==> src/rtl/psum_pkg.sv <==
// Shared types and helpers for the partial-sum scratchpad.
// Holds the clear-sweep FSM states and the signed saturation bounds for a given width.
package psum_pkg;

    typedef enum logic {
        IDLE  = 1'b0,
        CLEAR = 1'b1
    } state_t;

    // Bounds of a signed two's-complement word; valid for widths up to 31.
    function automatic int satMax(input int width);
        return (1 << (width - 1)) - 1;
    endfunction

    function automatic int satMin(input int width);
        return -(1 << (width - 1));
    endfunction

endpackage

==> src/rtl/sat_add.sv <==
// Combinational signed adder whose result is clamped to the representable range.
// The sum is formed one bit wider so that overflow shows up as a sign disagreement.
module sat_add
    import psum_pkg::*;
#(
    parameter int DATA_BITWIDTH = 16
) (
    input  logic [DATA_BITWIDTH-1:0] i_a,
    input  logic [DATA_BITWIDTH-1:0] i_b,
    output logic [DATA_BITWIDTH-1:0] o_sum
);

    localparam logic [DATA_BITWIDTH-1:0] MAXV = DATA_BITWIDTH'(satMax(DATA_BITWIDTH));
    localparam logic [DATA_BITWIDTH-1:0] MINV = DATA_BITWIDTH'(satMin(DATA_BITWIDTH));

    logic [DATA_BITWIDTH:0] w_sum;

    assign w_sum = {i_a[DATA_BITWIDTH-1], i_a} + {i_b[DATA_BITWIDTH-1], i_b};

    always_comb begin
        o_sum = w_sum[DATA_BITWIDTH-1:0];
        if (w_sum[DATA_BITWIDTH] != w_sum[DATA_BITWIDTH-1]) begin
            o_sum = w_sum[DATA_BITWIDTH] ? MINV : MAXV;
        end
    end

endmodule

==> src/rtl/psum_spad.sv <==
// Multi-read-port partial-sum scratchpad with write-first registered reads,
// saturating accumulate writes and a one-entry-per-cycle clear sweep.
module psum_spad
    import psum_pkg::*;
#(
    parameter int DATA_BITWIDTH = 16,
    parameter int ADDR_BITWIDTH = 4,
    parameter int NUM_RD        = 2
) (
    input  logic                              i_clk,
    input  logic                              i_rst,
    input  logic [NUM_RD*ADDR_BITWIDTH-1:0]   i_ra,
    output logic [NUM_RD*DATA_BITWIDTH-1:0]   o_rd,
    input  logic                              i_we,
    input  logic                              i_acc,
    input  logic [ADDR_BITWIDTH-1:0]          i_wa,
    input  logic [DATA_BITWIDTH-1:0]          i_wd,
    input  logic                              i_clr,
    output logic                              o_busy
);

    localparam int REG_COUNT = 2 ** ADDR_BITWIDTH;
    localparam logic [ADDR_BITWIDTH-1:0] LAST_ADDR = ADDR_BITWIDTH'(REG_COUNT - 1);

    state_t                   r_state;
    logic [ADDR_BITWIDTH-1:0] r_cnt;
    logic                     r_busy;
    logic [DATA_BITWIDTH-1:0] r_mem [REG_COUNT];

    logic                     w_clearing;
    logic                     w_wrEn;
    logic [DATA_BITWIDTH-1:0] w_satSum;
    logic [DATA_BITWIDTH-1:0] w_wrData;

    // Writes are only accepted in IDLE and lose to a same-cycle clear request.
    assign w_clearing = (r_state == CLEAR);
    assign w_wrEn     = i_we && (r_state == IDLE) && !i_clr;
    assign w_wrData   = i_acc ? w_satSum : i_wd;
    assign o_busy     = r_busy;

    sat_add #(
        .DATA_BITWIDTH(DATA_BITWIDTH)
    ) u_satAdd (
        .i_a   (r_mem[i_wa]),
        .i_b   (i_wd),
        .o_sum (w_satSum)
    );

    always_ff @(posedge i_clk) begin
        if (i_rst) begin
            r_state <= IDLE;
            r_cnt   <= '0;
            r_busy  <= 1'b0;
        end else begin
            case (r_state)
                IDLE: begin
                    if (i_clr) begin
                        r_state <= CLEAR;
                        r_cnt   <= '0;
                        r_busy  <= 1'b1;
                    end
                end
                CLEAR: begin
                    r_cnt <= r_cnt + ADDR_BITWIDTH'(1);
                    if (r_cnt == LAST_ADDR) begin
                        r_state <= IDLE;
                        r_busy  <= 1'b0;
                    end
                end
                default: begin
                    r_state <= IDLE;
                    r_busy  <= 1'b0;
                end
            endcase
        end
    end

    always_ff @(posedge i_clk) begin
        if (i_rst) begin
            for (int i = 0; i < REG_COUNT; i++) begin
                r_mem[i] <= '0;
            end
        end else if (w_clearing) begin
            r_mem[r_cnt] <= '0;
        end else if (w_wrEn) begin
            r_mem[i_wa] <= w_wrData;
        end
    end

    // Each port returns whatever its entry holds after this edge's update.
    for (genvar k = 0; k < NUM_RD; k++) begin : g_rd
        logic [ADDR_BITWIDTH-1:0] w_ra;
        logic [DATA_BITWIDTH-1:0] r_rdPort;

        assign w_ra = i_ra[k*ADDR_BITWIDTH +: ADDR_BITWIDTH];
        assign o_rd[k*DATA_BITWIDTH +: DATA_BITWIDTH] = r_rdPort;

        always_ff @(posedge i_clk) begin
            if (i_rst) begin
                r_rdPort <= '0;
            end else if (w_wrEn && (i_wa == w_ra)) begin
                r_rdPort <= w_wrData;
            end else if (w_clearing && (r_cnt == w_ra)) begin
                r_rdPort <= '0;
            end else begin
                r_rdPort <= r_mem[w_ra];
            end
        end
    end

endmodule

==> config.mk <==
export PLATFORM = sky130hd
export DESIGN_NAME = psum_spad
export DESIGN_NICKNAME = d
export VERILOG_FILES = /design/src/rtl/psum_pkg.sv /design/src/rtl/sat_add.sv /design/src/rtl/psum_spad.sv
export SDC_FILE = /design/constraint.sdc
export NUM_CORES = 1
export LEC_CHECK = 0
export CAP_MARGIN = 40
export CELL_PAD_IN_SITES_DETAIL_PLACEMENT = 1
export CELL_PAD_IN_SITES_GLOBAL_PLACEMENT = 1
export CORE_MARGIN = 2
export CORE_UTILIZATION = 55
export DETAILED_ROUTE_END_ITERATION = 12
export PLACE_DENSITY_LB_ADDON = 0.1
export SYNTH_ARGS = -nofsm -noshare
export SYNTH_HDL_FRONTEND = slang
export SYNTH_SLANG_ARGS = --single-unit
export TNS_END_PERCENT = 5
==> constraint.sdc <==
create_clock -name i_clk -period 13.07 [get_ports i_clk]
set_input_delay 1.9605 -clock i_clk [delete_from_list [all_inputs] [get_ports i_clk]]
set_output_delay 1.9605 -clock i_clk [all_outputs]
set_load 0.01 [all_outputs]
==> flow_summary.json <==
{
  "yosysMostFrequentCell": "edfxtp_1",
  "clk_pin_slew_ns": 0.06,
  "yosys_warnings": 0,
  "final_nets": 1322,
  "critPathKind": "in2reg",
  "p_total_mw": 2.54,
  "fin_crit_sh_pct": 57.8,
  "status": "complete, no violations",
  "rows": 66,
  "period_needed_ns": 7.55,
  "synthesis.area_sq_mm": 0.0179,
  "post_synth_and_or_nand_nor_area_fraction_pct": 11.7,
  "synth_ff_type": "edfxtp_1",
  "antenna_found_initial": 0,
  "rsz0062_at_grt": "false",
  "num_vias": 13064,
  "cp-start-kind": "input pin",
  "cts_resized": 0,
  "cts_tree": "built",
  "routed_wl_um": 63000,
  "ys_seq_area_share_pct": 47.1,
  "cts_sinks": 294,
  "utilization_pct": 62.6,
  "cts.path.max_buffers": 3,
  "max_slew_margin_pct": 34.9,
  "synth_edf_count": 256,
  "routedWlPerCell_um": 36.3,
  "synthToLayoutAreaGrowth_pct": 12.6,
  "finalWeightedCongestion": 0.852,
  "synth-adder-area-share_pct": 1.30,
  "stdcell_count": 1736,
  "nFillCells": 2970,
  "numCtsBuffers": 35,
  "chipWidth_um": 185,
  "clock_latency_ns": 0.52,
  "firstDrtPassIters": 5,
  "hold_viol_final": 0,
  "fin_skew_ns": 0.0126,
  "cts_max_level": 2,
  "synth_top_area_cell": "edfxtp_1",
  "synth.top_cell.area_share_pct": 42.9,
  "drv_slew": 0,
  "place_hpwl_um": 39200,
  "yosysUniqueCellTypes": 70,
  "core_sq_mm": 0.0323,
  "die_y_um": 185,
  "num_io_pins": 66,
  "grt_pass1_wl_um": 91600,
  "synthTopCellsByCount": "edfxtp_1 (256), mux4_2 (240), nor2_1 (133)",
  "worst-path-max-fanout": 86,
  "initial_utilization_pct": 55.6,
  "drc": 0,
  "cts_setup_buffers": 0,
  "vias_per_cell": 7.53,
  "p_leak_nw": 6.50,
  "fin_setup_tns_ns": 0,
  "postCtsHoldBufs": 0,
  "synth.mux.area_fraction_pct": 30.5,
  "avgSynthCellArea_sq_um": 14.5,
  "critPathRequiredTime_ns": 13.29,
  "p_per_area_mw_per_mm2": 126,
  "async_reset_ff_share_pct": 0,
  "grt_remaining_overflow": 0,
  "ant_nets": 0,
  "synth-compound-area-share_pct": 5.32,
  "drive_gt1_share_pct": 31.8,
  "cp-end-kind": "flip-flop",
  "grt_max_degree": 87,
  "hp-class": "reg2reg",
  "dp_cells": 1676,
  "synth_nets": 1289,
  "grtUsageTotal_pct": 38.3,
  "worstPathArrival_ns": 7.77,
  "setup_viol": 0,
  "worst_pin_slew_ns": 0.975,
  "fmax_ghz": 0.132,
  "die_area_sq_mm": 0.0341,
  "drtIter0Drc": 1606,
  "synth.area.top_cells": "edfxtp_1 (43%), mux4_2 (30%), dfxtp_1 (4.2%)",
  "ys_ff_latch": 294,
  "portBuffers": 65,
  "yosys.area_share.xor_xnor_pct": 0.781,
  "grt_pass1_vias": 13524,
  "root_buffer": "clkbuf_16",
  "synth_top_family_by_area": "multiplexers",
  "ir_drop_mv": 0.106,
  "insertedDiodeCount": 0,
  "syn_inst": 1238,
  "maxCapViolCount": 0
}
layout make-up:
| cell class | instances | area, sq um | area share [%] |
|---|---|---|---|
| multi-input combinational | 810 | 8920 | 44.1 |
| tap | 442 | 553 | 2.74 |
| clock inverter | 13 | 114 | 0.564 |
| inverter | 4 | 15.0 | 0.0743 |
| sequential | 294 | 8450 | 41.8 |
| clock buffer | 47 | 963 | 4.77 |
| timing repair buffer | 126 | 1190 | 5.89 |
state kept, by name (all words and copies together), names as in the netlist:
name,count
o_busy,1
r_state,1
r_cnt,4
g_rd.r_rdPort,32
r_mem,256
where the power goes:
part	internal (mW)	switching, mW
clock network	0.555	0.389
registers	1.06	0.0281
logic	0.209	0.300
kinds of logic after synthesis:
logic type / count (synthesis)
compound gates: 116
xor+xnor: 16
fa+ha+maj: 18
buf+inv: 134
flops: 294
mux: 247
simple gates: 413
final timing paths:
path                              startpoint       endpoint  slack [ns]  cells after the start
worst max register to register  r_mem[12][0]  r_mem[15][13]        7.71                     14
worst min register to register        o_busy         o_busy        0.51                      2
worst min-delay path                  o_busy         o_busy        0.51                      2
worst max-delay path                 i_wa[1]  r_mem[15][13]        5.52                     16
placed cells by master, fill, tap and decap left out, drive strengths merged, types with 3 or more instances in the layout:
cell type / count
clkdlybuf4s50: 57
a21oi: 29
nor2: 134
a211oi: 10
dfxtp: 38
buf: 69
xnor2: 12
o311ai: 5
clkbuf: 47
nor3b: 5
o21a: 4
a21o: 3
o41ai: 5
mux2i: 7
nor4b: 3
xor2: 4
edfxtp: 256
nor4: 34
o31ai: 18
clkinv: 9
nand2: 45
o21ai: 22
nor2b: 7
nand3: 38
or2: 14
mux4: 240
o32ai: 3
ha: 17
o211ai: 4
nor3: 118
inv: 4
metal layers:
metal | global-route usage [%] | up-vias | share of wire, %
met5 | 0 | - | 0
met4 | 17.6 | 0 | 5.2
met3 | 13.6 | 215 | 13
met2 | 59.7 | 1006 | 46
met1 | 48.6 | 6684 | 35
li1 | - | 5159 | -
per-stage QoR:
| stage | cell area (sq um) | worst slack [ns] | hold slack [ns] |
|---|---|---|---|
| after floorplan | 17900 | 6.48 | 0.503 |
| after global placement | 18900 | 4.95 | 0.463 |
| after detailed placement | 19100 | 5.11 | 0.507 |
| after CTS | 20200 | 5.58 | 0.521 |
| after global routing | 20200 | 5.21 | 0.545 |
| final | 20200 | 5.52 | 0.514 |
critical path, stage by stage:
cell and delay [ns]:
buf_2 0.54, buf_4 0.68, mux4_2 0.43, mux4_2 0.55
ha_1 0.27, fa_1 0.46, a211oi_1 0.31, o21a_1 0.35
a211oi_2 0.19, nor2_4 0.28, a21oi_2 0.16, o21ai_4 0.14
buf_4 0.55, buf_4 0.28, buf_16 0.31, nor4_1 0.12
No activity file was read; power rests on OpenSTA's default activity.
